<file path="src/rtl/memory_arbiter_pkg.sv">
// Shared types and constants for the two-master memory arbiter: FSM state encoding,
// one-hot grant codes and the fixed-priority selection helper.
package memory_arbiter_pkg;

  localparam int unsigned ADDR_W_DEF = 64;
  localparam int unsigned DATA_W_DEF = 64;

  typedef enum logic [1:0] {
    ST_IDLE = 2'd0,
    ST_REQ  = 2'd1,
    ST_BUSY = 2'd2
  } arb_state_e;

  localparam logic [1:0] GRANT_NONE = 2'b00;
  localparam logic [1:0] GRANT_M0   = 2'b01;
  localparam logic [1:0] GRANT_M1   = 2'b10;

  function automatic logic [1:0] fixed_pick(input logic [1:0] req);
    if (req[0]) return GRANT_M0;
    if (req[1]) return GRANT_M1;
    return GRANT_NONE;
  endfunction

endpackage

</file>
<file path="src/rtl/arbiter_priority.sv">
// Combinational winner selection between the two masters' requests.
// ARBITER_ROUND_ROBIN_EN: ties go to the master not served last; otherwise m0 always wins.
module arbiter_priority
  import memory_arbiter_pkg::*;
(
  input  logic [1:0] req,
  input  logic       last,
  output logic [1:0] winner
);

`ifdef ARBITER_ROUND_ROBIN_EN
  // last = 1 means m1 was served most recently, so m0 takes the tie.
  always_comb begin
    winner = fixed_pick(req);
    if (req == 2'b11) winner = last ? GRANT_M0 : GRANT_M1;
  end
`else
  logic w_unused_last;
  assign w_unused_last = last;
  assign winner        = fixed_pick(req);
`endif

endmodule

</file>
<file path="src/rtl/memory_arbiter.sv">
// Shares one rd_en/wr_en/busy memory slave between m0 (core) and m1 (DMA/debug).
// Define ARBITER_ROUND_ROBIN_EN for round-robin ties; default build is fixed priority (m0).
module memory_arbiter
  import memory_arbiter_pkg::*;
#(
  parameter  int unsigned ADDR_W   = ADDR_W_DEF,
  parameter  int unsigned DATA_W   = DATA_W_DEF,
  localparam int unsigned BYTE_NUM = DATA_W / 8
) (
  input  logic                clock,
  input  logic                reset_n,
  input  logic                m0_rd_en,
  input  logic                m0_wr_en,
  input  logic [BYTE_NUM-1:0] m0_byte_en,
  input  logic [ADDR_W-1:0]   m0_addr,
  input  logic [DATA_W-1:0]   m0_wr_data,
  output logic                m0_busy,
  input  logic                m1_rd_en,
  input  logic                m1_wr_en,
  input  logic [BYTE_NUM-1:0] m1_byte_en,
  input  logic [ADDR_W-1:0]   m1_addr,
  input  logic [DATA_W-1:0]   m1_wr_data,
  output logic                m1_busy,
  output logic [DATA_W-1:0]   rd_data,
  output logic                mem_rd_en,
  output logic                mem_wr_en,
  output logic [BYTE_NUM-1:0] mem_byte_en,
  output logic [ADDR_W-1:0]   mem_addr,
  output logic [DATA_W-1:0]   mem_wr_data,
  input  logic [DATA_W-1:0]   mem_rd_data,
  input  logic                mem_busy,
  output logic [1:0]          grant
);

  arb_state_e r_state, w_next_state;
  logic [1:0] r_grant, w_next_grant;
  logic [1:0] w_req;
  logic [1:0] w_winner;
  logic       w_last;

  assign w_req = {m1_rd_en | m1_wr_en, m0_rd_en | m0_wr_en};

  arbiter_priority u_priority (
    .req    (w_req),
    .last   (w_last),
    .winner (w_winner)
  );

`ifdef ARBITER_ROUND_ROBIN_EN
  logic r_last;

  // The pointer moves only on a completed transaction; an aborted grant leaves it alone.
  always_ff @(posedge clock or negedge reset_n) begin
    if (!reset_n) begin
      r_last <= 1'b1;
    end else if (r_state == ST_BUSY && !mem_busy) begin
      r_last <= r_grant[1];
    end
  end

  assign w_last = r_last;
`else
  assign w_last = 1'b1;
`endif

  // NOTE: state registers use non-blocking assignments so every flop samples pre-edge values.
  always_ff @(posedge clock or negedge reset_n) begin
    if (!reset_n) begin
      r_state <= ST_IDLE;
      r_grant <= GRANT_NONE;
    end else begin
      r_state <= w_next_state;
      r_grant <= w_next_grant;
    end
  end

  // NOTE: defaults first so every path assigns every output and no latch is inferred.
  always_comb begin
    w_next_state = r_state;
    w_next_grant = r_grant;
    case (r_state)
      ST_IDLE: begin
        if (|w_req) begin
          w_next_state = ST_REQ;
          w_next_grant = w_winner;
        end
      end
      ST_REQ: begin
        if (mem_busy) begin
          w_next_state = ST_BUSY;
        end else if ((w_req & r_grant) == 2'b00) begin
          w_next_state = ST_IDLE;
          w_next_grant = GRANT_NONE;
        end
      end
      ST_BUSY: begin
        if (!mem_busy) begin
          w_next_state = ST_IDLE;
          w_next_grant = GRANT_NONE;
        end
      end
      default: begin
        w_next_state = ST_IDLE;
        w_next_grant = GRANT_NONE;
      end
    endcase
  end

  // Grant is cleared in IDLE, so the slave sees all zeros whenever nobody owns it.
  always_comb begin
    mem_rd_en   = 1'b0;
    mem_wr_en   = 1'b0;
    mem_byte_en = '0;
    mem_addr    = '0;
    mem_wr_data = '0;
    if (r_grant[0]) begin
      mem_rd_en   = m0_rd_en;
      mem_wr_en   = m0_wr_en;
      mem_byte_en = m0_byte_en;
      mem_addr    = m0_addr;
      mem_wr_data = m0_wr_data;
    end else if (r_grant[1]) begin
      mem_rd_en   = m1_rd_en;
      mem_wr_en   = m1_wr_en;
      mem_byte_en = m1_byte_en;
      mem_addr    = m1_addr;
      mem_wr_data = m1_wr_data;
    end
  end

  assign m0_busy = mem_busy & r_grant[0];
  assign m1_busy = mem_busy & r_grant[1];
  assign rd_data = mem_rd_data;
  assign grant   = r_grant;

endmodule

</file>
<file path="config.mk">
export PLATFORM = sky130hd
export DESIGN_NAME = memory_arbiter
export DESIGN_NICKNAME = d
export VERILOG_FILES = /design/src/rtl/memory_arbiter_pkg.sv /design/src/rtl/arbiter_priority.sv /design/src/rtl/memory_arbiter.sv
export SDC_FILE = /design/constraint.sdc
export NUM_CORES = 1
export LEC_CHECK = 0
export CORE_AREA = 2 2 210 212
export CTS_BUF_LIST = sky130_fd_sc_hd__clkbuf_4 sky130_fd_sc_hd__clkbuf_8 sky130_fd_sc_hd__clkbuf_16
export DETAILED_ROUTE_END_ITERATION = 10
export DIE_AREA = 0 0 212 214
export GPL_TIMING_DRIVEN = 0
export HOLD_SLACK_MARGIN = 0.12
export PLACE_DENSITY_LB_ADDON = 0.08
export SLEW_MARGIN = 20
export SYNTH_ARGS = -nofsm -noshare
export SYNTH_HDL_FRONTEND = slang
export SYNTH_SLANG_ARGS = --single-unit
</file>
<file path="constraint.sdc">
create_clock -name clock -period 3.55 [get_ports clock]
set_clock_uncertainty 0.05 [all_clocks]
set_input_delay 0.5325 -clock clock [delete_from_list [all_inputs] [get_ports clock]]
set_output_delay 0.5325 -clock clock [all_outputs]
set_load 0.02 [all_outputs]
</file>
==> impl_metrics.json <==
{
  "period_share": 0.816,
  "netlist_top_cells_area": "a22o_1, buf_4, a22o_2",
  "grt_overflow": 0,
  "via_per_inst": 3.07,
  "crit_required_ps": 2970,
  "drv_cap": 0,
  "setup-violations-final": 0,
  "diodes": 0,
  "r2r_cells": 4,
  "grt_pass1_vias": 4330,
  "nNetsFinal": 1094,
  "syn_inst": 262,
  "clock_latency_ps": 220,
  "synth_enable_flop_cells": 0,
  "p_per_area_mw_per_mm2": 591,
  "worst_setup_path_end_kind": "output port",
  "intPower_mw": 2.51,
  "synth_compound_area_frac": 0.562,
  "fin_crit_ps": 2900,
  "hpwl_um": 19100,
  "arrival_ps": 2310,
  "drtPass1Iterations": 4,
  "synth_top_area_cell": "a22o_1",
  "status": "completed",
  "vdd_drop_max_mv": 0.218,
  "drtAntennaViolNets": 0,
  "place_inst": 1331,
  "path_cells": "buf_6 > buf_2 > buf_2 > a22o_1 > clkdlybuf4s50_1",
  "holdCritPathClass": "input port to async pin",
  "r2r_slack_ps": 1950,
  "yosys-top-cells-count": "a22o_1, buf_4, a22o_2",
  "relSlewSlack": 0.551,
  "drc": 0,
  "path_max_fanout": 10,
  "p_comb_frac": 0.941,
  "grt_usage": 0.0860,
  "finalWirelength_um": 21700,
  "cp-start-kind": "flip-flop",
  "ys.flop_type": "dfrtp_1",
  "rsz0062_at_grt": "no",
  "final_cells": 1334,
  "grt_pass1_wl_um": 29200,
  "die_h_um": 214,
  "area_growth_pct": 240,
  "synth_top_cell_area_share": 0.398,
  "num_rows": 76,
  "cts_buffers": 3,
  "slew_violations": 0,
  "seq_area_frac_synth": 0.0426,
  "wl_per_cell_um": 16.3,
  "yosysMostFrequentCell": "a22o_1",
  "synth-xor-area-share": 0.00372,
  "postCtsSetupBuffers": 0,
  "worstSetupPathType": "flip-flop to output port",
  "io_pins": 549,
  "synth-simple-area-share": 0.0266,
  "max_freq_mhz": 345,
  "cpPeakStageDelay_ps": 620,
  "die_w_um": 212,
  "postSynthAreaPerCell_sq_um": 8.98,
  "dieArea_sq_mm": 0.0454,
  "grt_start_max_net_pins": 11,
  "yosysWarnings": 0,
  "port-buffer-count": 484,
  "synth_mux_area_frac": 0,
  "swShare": 0.470,
  "drt_iter0_drc": 76,
  "mappedNetlistArea_sq_mm": 0.00235,
  "setup-tns-final_ps": 0,
  "crit_path_top_delay_cell": "clkdlybuf4s50_1",
  "start_util": 0.0548,
  "synth_nets": 605,
  "cts_resized": 0,
  "h-tree-depth": 1,
  "hold_viol": 0,
  "synth_fa_ha_area_frac": 0,
  "path_clk_slew_ps": 30,
  "synth_top_family_by_area": "compound AO/OA/AOI/OAI gates",
  "dr_total_vias": 4090,
  "clock_path_buffers": 2,
  "p_leak_nw": 2.96,
  "cts_tree": "built",
  "antenna_found_initial": 0,
  "synth_seq_cells": 4,
  "core-area_sq_mm": 0.0429,
  "p_switching_mw": 2.22,
  "cts_hold_buffers": 0,
  "clockPowerShare": 0.037,
  "async_flop_share": 1.00,
  "gp_congestion": 0.714,
  "p_seq_frac": 0.022,
  "ys_types": 26,
  "worst_pin_slew_ps": 674,
  "clock_sinks": 4,
  "cpMostUsedCell": "buf_2",
  "root_buffer": "clkbuf_16",
  "drive_gt1_frac": 0.170,
  "p_total_mw": 4.73,
  "hold_slack_ps": 467
}
## logic make-up (layout without fill, tap and decap cells)
family	count (synthesis)	in the layout
AND/OR/NAND/NOR	12	12
flip-flops	4	4
buffers and inverters	96	583
AO/OA/AOI/OAI	149	149
XOR/XNOR	1	1
## worst max-delay path, delay by kind of cell, from the launching register on
family          cells  cell delay (ps)
compound gates      1              250
flops               1              350
buf+inv             4             1470
## metrics by stage
step,utilization,cell area (sq um),worst slack (ps)
2_1_floorplan,-,2350,1550
3_3_place_gp,0.185,7930,750
3_5_place_dp,0.185,7930,716
4_1_cts,0.187,8000,481
5_1_grt,0.187,8000,462
6_report,0.187,8000,655
## path summary, 6_finish.rpt
check | end | startpoint
max reg2reg | grant[0]$_DFFE_PN0P_ | grant[0]$_DFFE_PN0P_
min | grant[0]$_DFFE_PN0P_ | reset_n
max in group asynchronous | grant[1]$_DFFE_PN0P_ | reset_n
min reg2reg | r_state[0]$_DFFE_PN0P_ | r_state[1]$_DFFE_PN0P_
max | mem_addr[5] | grant[0]$_DFFE_PN0P_
min in group clock | r_state[0]$_DFFE_PN0P_ | r_state[1]$_DFFE_PN0P_
## cell type report
type | instances | area [sq um]
clock buffer | 3 | 75.1
inverter | 1 | 3.75
buffer | 95 | 855
tap | 585 | 732
fill | 4759 | 34900
sequential | 4 | 100
multi-input combinational | 162 | 1390
timing repair buffer | 484 | 4840
## cell usage in the layout (no fill, tap or decap), drive strengths merged, types with 2 or more instances in the layout
cell           count
buf               89
a21oi              2
dfrtp              4
clkbuf             9
a22o             137
clkdlybuf4s50    484
and2               3
nor2               4
nand2              4
o21ai              3
## state kept, by name, indices dropped and copies added, names as in the netlist
| register | cells |
|---|---|
| grant | 2 |
| r_state | 2 |
## power groups by stage
stage	clock [mW]	sequential, mW	combinational (mW)
floorplan	0	0.108	2.35
global placement	0	0.107	4.62
detailed placement	0	0.105	4.54
CTS	0.177	0.105	4.56
global route	0.181	0.109	4.72
finish	0.173	0.104	4.45
## layer usage
metal,wire [um],part of all wire,track usage,vias to the layer above
met2,12100,0.56,0.182,263
li1,-,-,-,1964
met4,50,0.0023,0.00399,0
met1,7510,0.35,0.0848,1859
met3,2000,0.092,0.0218,4
met5,0,0,0,-
No activity file was read; power rests on OpenSTA's default activity.
